<file path="src/rtl/perf_counter_reader_pkg.sv">
// Shared constants for the performance-counter read port: data width,
// request select codes and the handshake FSM state encoding.
package perf_counter_reader_pkg;

    localparam int PERF_W = 20;

    localparam logic [1:0] SEL_INSTR = 2'd0;
    localparam logic [1:0] SEL_MACC  = 2'd1;
    localparam logic [1:0] SEL_MCORR = 2'd2;
    localparam logic [1:0] SEL_SNAP  = 2'd3;

    typedef enum logic [1:0] {
        ST_IDLE = 2'd0,
        ST_EXEC = 2'd1,
        ST_RESP = 2'd2
    } perf_state_e;

endpackage

</file>
<file path="src/rtl/perf_snapshot_bank.sv">
// Snapshot registers for the three event counters plus a read mux.
// With PERF_READ_DELTA_EN defined, each capture stores the increment since the previous capture.
module perf_snapshot_bank
    import perf_counter_reader_pkg::*;
#(
    parameter int WIDTH = PERF_W
) (
    input  logic             clk,
    input  logic             reset_n,
    input  logic             capture,
    input  logic [WIDTH-1:0] live_instr,
    input  logic [WIDTH-1:0] live_macc,
    input  logic [WIDTH-1:0] live_mcorr,
    input  logic [1:0]       rd_sel,
    output logic [WIDTH-1:0] rd_data
);

    logic [WIDTH-1:0] live [3];
    logic [WIDTH-1:0] snap [3];

    assign live[0] = live_instr;
    assign live[1] = live_macc;
    assign live[2] = live_mcorr;

`ifdef PERF_READ_DELTA_EN
    logic [WIDTH-1:0] prev [3];

    // Unsigned subtraction wraps, so a counter rolling over between captures still yields the true increment.
    always_ff @(posedge clk or negedge reset_n) begin
        if (!reset_n) begin
            for (int k = 0; k < 3; k++) begin
                snap[k] <= '0;
                prev[k] <= '0;
            end
        end else if (capture) begin
            for (int k = 0; k < 3; k++) begin
                snap[k] <= live[k] - prev[k];
                prev[k] <= live[k];
            end
        end
    end
`else
    always_ff @(posedge clk or negedge reset_n) begin
        if (!reset_n) begin
            for (int k = 0; k < 3; k++) begin
                snap[k] <= '0;
            end
        end else if (capture) begin
            for (int k = 0; k < 3; k++) begin
                snap[k] <= live[k];
            end
        end
    end
`endif

    always_comb begin
        rd_data = '0;
        case (rd_sel)
            SEL_INSTR: rd_data = snap[0];
            SEL_MACC:  rd_data = snap[1];
            SEL_MCORR: rd_data = snap[2];
            default:   rd_data = '0;
        endcase
    end

endmodule

</file>
<file path="src/rtl/perf_counter_reader.sv">
// Read-side port for the event counters: atomic SNAPSHOT plus per-word reads over a
// valid/ready request/response handshake. Optional delta mode: PERF_READ_DELTA_EN.
module perf_counter_reader
    import perf_counter_reader_pkg::*;
#(
    parameter int WIDTH = PERF_W
) (
    input  logic             clk,
    input  logic             reset_n,
    input  logic [WIDTH-1:0] instruction_count,
    input  logic [WIDTH-1:0] memory_access_count,
    input  logic [WIDTH-1:0] memory_correction_count,
    input  logic             req_valid,
    input  logic [1:0]       req_sel,
    output logic             req_ready,
    output logic             rsp_valid,
    output logic [WIDTH-1:0] rsp_data,
    input  logic             rsp_ready
);

    perf_state_e      state;
    logic [1:0]       sel_q;
    logic             accept;
    logic             capture;
    logic [WIDTH-1:0] bank_data;

    assign req_ready = (state == ST_IDLE);
    assign rsp_valid = (state == ST_RESP);
    assign accept    = req_valid && req_ready;
    // Capture on the accept edge itself so all three counters come from the same cycle.
    assign capture   = accept && (req_sel == SEL_SNAP);

    perf_snapshot_bank #(
        .WIDTH(WIDTH)
    ) u_bank (
        .clk        (clk),
        .reset_n    (reset_n),
        .capture    (capture),
        .live_instr (instruction_count),
        .live_macc  (memory_access_count),
        .live_mcorr (memory_correction_count),
        .rd_sel     (sel_q),
        .rd_data    (bank_data)
    );

    always_ff @(posedge clk or negedge reset_n) begin
        if (!reset_n) begin
            state    <= ST_IDLE;
            sel_q    <= SEL_INSTR;
            rsp_data <= '0;
        end else begin
            case (state)
                ST_IDLE: begin
                    if (accept) begin
                        state <= ST_EXEC;
                        sel_q <= req_sel;
                    end
                end
                ST_EXEC: begin
                    rsp_data <= bank_data;
                    state    <= ST_RESP;
                end
                ST_RESP: begin
                    if (rsp_ready) begin
                        state <= ST_IDLE;
                    end
                end
                default: state <= ST_IDLE;
            endcase
        end
    end

endmodule

</file>
<file path="config.mk">
export PLATFORM = sky130hd
export DESIGN_NAME = perf_counter_reader
export DESIGN_NICKNAME = d
export VERILOG_FILES = /design/src/rtl/perf_counter_reader_pkg.sv /design/src/rtl/perf_snapshot_bank.sv /design/src/rtl/perf_counter_reader.sv
export SDC_FILE = /design/constraint.sdc
export NUM_CORES = 1
export LEC_CHECK = 0
export ABC_AREA = 1
export ABC_CLOCK_PERIOD_IN_PS = 2000
export CELL_PAD_IN_SITES_DETAIL_PLACEMENT = 0
export CELL_PAD_IN_SITES_GLOBAL_PLACEMENT = 1
export CORE_MARGIN = 3
export CORE_UTILIZATION = 39
export CTS_BUF_LIST = sky130_fd_sc_hd__clkbuf_16
export CTS_CLUSTER_DIAMETER = 120
export DETAILED_ROUTE_END_ITERATION = 10
export PLACE_DENSITY_LB_ADDON = 0.08
export SLEW_MARGIN = 40
export SYNTH_ARGS = -nofsm -noshare
export SYNTH_HDL_FRONTEND = slang
export SYNTH_HIERARCHICAL = 1
export SYNTH_SLANG_ARGS = --single-unit
</file>
<file path="constraint.sdc">
create_clock -name clk -period 2 [get_ports clk]
set_input_delay 0.2 -clock clk [delete_from_list [all_inputs] [get_ports clk]]
set_output_delay 0.2 -clock clk [all_outputs]
set_load 0.03 [all_outputs]
</file>
==> summary.md <==
| Metric | Value |
|---|---|
| Largest net degree at the start of global routing | `between 80 and 90` |
| Mux contribution to synthesized area | `0%` |
| Max Root-Sink Buffers | `2` |
| Number of global-route vias before repair | `3027` |
| Fin Clk Skew | `approximately 4.7 ps` |
| Final WL | `roughly 9000 um` |
| Least-Margin Pin Slew | `between 700 and 800 ps` |
| Nets | `600` |
| Cells taking the most area after synthesis | `dfrtp_1 56%, nand2_1 13%, nand3_1 11%` |
| Total GRT Usage | `between 10% and 20%` |
| Worst Path Max Fanout | `4` |
| Die area | `~0.011 mm^2` |
| Synth top area share | `55.80%` |
| Detail Route Antenna Nets | `0` |
| Syn Inst Count | `between 400 and 500` |
| Status | `complete, no violations` |
| Main combinational cell family by area after synthesis | `simple AND/OR/NAND/NOR gates` |
| Crit-path slowest cell | `clkdlybuf4s50_1` |
| Num CTS Buffers | `9` |
| Min-delay worst type | `input pin to asynchronous set/reset pin` |
| DRT iter0 DRCs | `around 220` |
| Worst rel slew slack | `about half` |
| Chip Width | `around 100 um` |
| Setup ws final | `~160 ps` |
| Synth Area in Simple Gates | `roughly a quarter` |
| CP Launch Type | `flop` |
| Crit end category | `primary output` |
| Initial Util | `approximately two fifths` |
| Tot Pwr | `~7.2 mW` |
| Hold violation count in the final report | `0` |
| Number of max-cap violations | `0` |
| VDD IR-drop max | `just under 500 uV` |
| Root Buffer | `clkbuf_16` |
| Final Hold Slack | `about 420 ps` |
| Critical Path AT | `roughly 1600 ps` |
| Area occupied by multi-input gates | `roughly 0.0012 mm^2` |
| LEAKAGE | `approximately 2.3 nW` |
| Grt ovf | `0` |
| Power Dens Cells | `1444 mW/mm^2` |
| # DRC | `0` |
| Cell taking the most area after synthesis | `dfrtp_1` |
| Worst-Skew Late Latency | `between 300 and 400 ps` |
| First-pass DRT Iterations | `5` |
| Fin crit share | `91.88%` |
| Synth Register Bits | `84` |
| DR top layer | `met4` |
| Post-synthesis cell type count | `10` |
| Final Wtd Congestion | `0.7835` |
| Number of port buffers | `87` |
| Crit-path leading delay family | `buffers and inverters` |
| Synthesis warning total | `6` |
| Dpl ws | `319.6 ps` |
| DP Wirelength | `roughly 6400 um` |
| Post-synthesis compound-gate area fraction | `around 8.0%` |
| I/O pins | `88` |
| WP buf/inv | `1` |
| Vias per cell | `4.601` |
| Die Ht | `between 100 and 150 um` |
| Clk slew on worst S/H paths | `60 ps` |
| Storage cell area | `approximately 0.0021 mm^2` |
| Placed Cells | `~650` |
| Metal2 WL | `roughly 4000 um` |
| Mapped Area | `~0.0038 mm^2` |
| CTS tree | `yes` |
| Worst Path Required | `between 1500 and 2000 ps` |
| Layout area overhead | `31.58%` |
| Seq/Total Area, Yosys | `a little under three fifths` |
| First-pass GRT wire length | `between 15000 and 20000 um` |
| Crit path largest cell delay | `~710 ps` |
| Met3 Routed Length | `471 um` |
| Final slew viol count | `0` |
| Fmax | `between 500 and 600 MHz` |
| Fin Setup TNS | `0 ps` |
| Wire per inst | `13.73 um` |
| Critical path type | `flop to primary output` |
| Final min period | `about 1800 ps` |
| DRT met1 WL | `between 4000 and 5000 um` |
| Critical-path cell list | `nor2_1 > clkdlybuf4s50_1` |
| ANT cells | `0` |
| Core area | `0.009328 mm^2` |
| Rows | `35` |
| Post-synthesis area per instance | `8.316 um^2` |
| Synth Area in Adders | `0%` |
| Vias | `3069` |
| Synth Area in XOR/XNOR | `0%` |
| Post-Syn Nets | `approximately 520` |
| Proportion of layout cells with a drive suffix above 1 | `under 10%` |
| Sink Count | `between 80 and 90` |
| RSZ-0062 raised after global routing | `no` |
| Final setup vio count | `0` |
| Layout Cells excl Fill | `approximately 670` |
| Filler Cell Count | `944` |
| H-tree depth | `3` |
| Initial antenna violation count | `0` |
-- metal layers --
layer | track usage, % | vias to the layer above
li1 | - | 1577
met1 | 27.06 | 1404
met2 | 25.14 | 82
met3 | 3.476 | 6
met4 | 5.698 | 0
met5 | 0 | -
-- kinds of logic (layout without fill, tap and decap cells) --
group                  Yosys count  count (layout)
AND/OR/NAND/NOR                216             216
buffers and inverters           93             178
flip-flops                      84              84
AO/OA/AOI/OAI                   60              60
-- Yosys cell counts --
library cell	n
nand3_1	82
nand2_1	129
o21ai_1	5
buf_2	16
dfrtp_1	84
o21ai_0	55
inv_1	64
clkbuf_1	2
buf_6	11
nor2_1	5
-- flip-flops by register name (all words and copies together), names as in the netlist --
| register | flops |
|---|---|
| rsp_data | 20 |
| sel_q | 2 |
| state | 2 |
| u_bank/snap | 60 |
-- repair_timing --
action                     CTS  global route
setup endpoints to repair    0             0
hold endpoints to repair    44             0
buffers inserted             0             0
hold buffers                 1             0
gates resized for setup      0             0
-- through the flow --
step           instance area, um^2  utilization [%]
5_1_grt                       4957            53.15
3_3_place_gp                  4688            50.26
6_report                      4957            53.15
4_1_cts                       4957            53.15
2_1_floorplan                 3767                -
3_5_place_dp                  4688            50.26
-- placed cells by master, fill, tap and decap left out --
cell type | synthesis | final
buf_12 | 0 | 1
buf_4 | 0 | 11
clkbuf_16 | 0 | 9
clkdlybuf4s50_1 | 0 | 86
clkinv_2 | 0 | 3
clkinvlp_4 | 0 | 2
dfrtp_1 | 84 | 84
dlygate4sd3_1 | 0 | 1
inv_1 | 64 | 65
nand2_1 | 129 | 129
nand3_1 | 82 | 82
nor2_1 | 5 | 4
nor2_4 | 0 | 1
o21ai_0 | 55 | 55
o21ai_1 | 5 | 5
-- report_power, final --
part | switching, mW | internal (mW) | total (mW)
registers | 0.473 | 2.48 | 2.96
clock network | 0.647 | 0.822 | 1.47
logic | 1.70 | 1.03 | 2.73
total | 2.82 | 4.33 | 7.16
-- final cells by class --
| cell class | instances | area share [%] |
|---|---|---|
| sequential | 84 | 42.40 |
| tap | 129 | 3.256 |
| multi-input combinational | 276 | 24.63 |
| timing repair buffer | 99 | 19.64 |
| clock inverter | 6 | 0.6815 |
| inverter | 64 | 4.846 |
| clock buffer | 9 | 4.543 |
-- path summary, 6_finish.rpt --
path | slack (ps) | startpoint | endpoint | depth (start not counted)
max in group asynchronous | 890 | reset_n | u_bank/snap[5] | 3
worst max-delay path | 160 | state[1] | req_ready | 2
min in group clk | 420 | memory_correction_count[14] | u_bank/snap[14] | 3
worst min register to register | 470 | rsp_data[11] | rsp_data[11] | 2
worst max register to register | 330 | sel_q[0] | rsp_data[12] | 5
worst min-delay path | 420 | reset_n | rsp_data[0] | 2
Note: power is estimated with default switching activity, not from simulation.
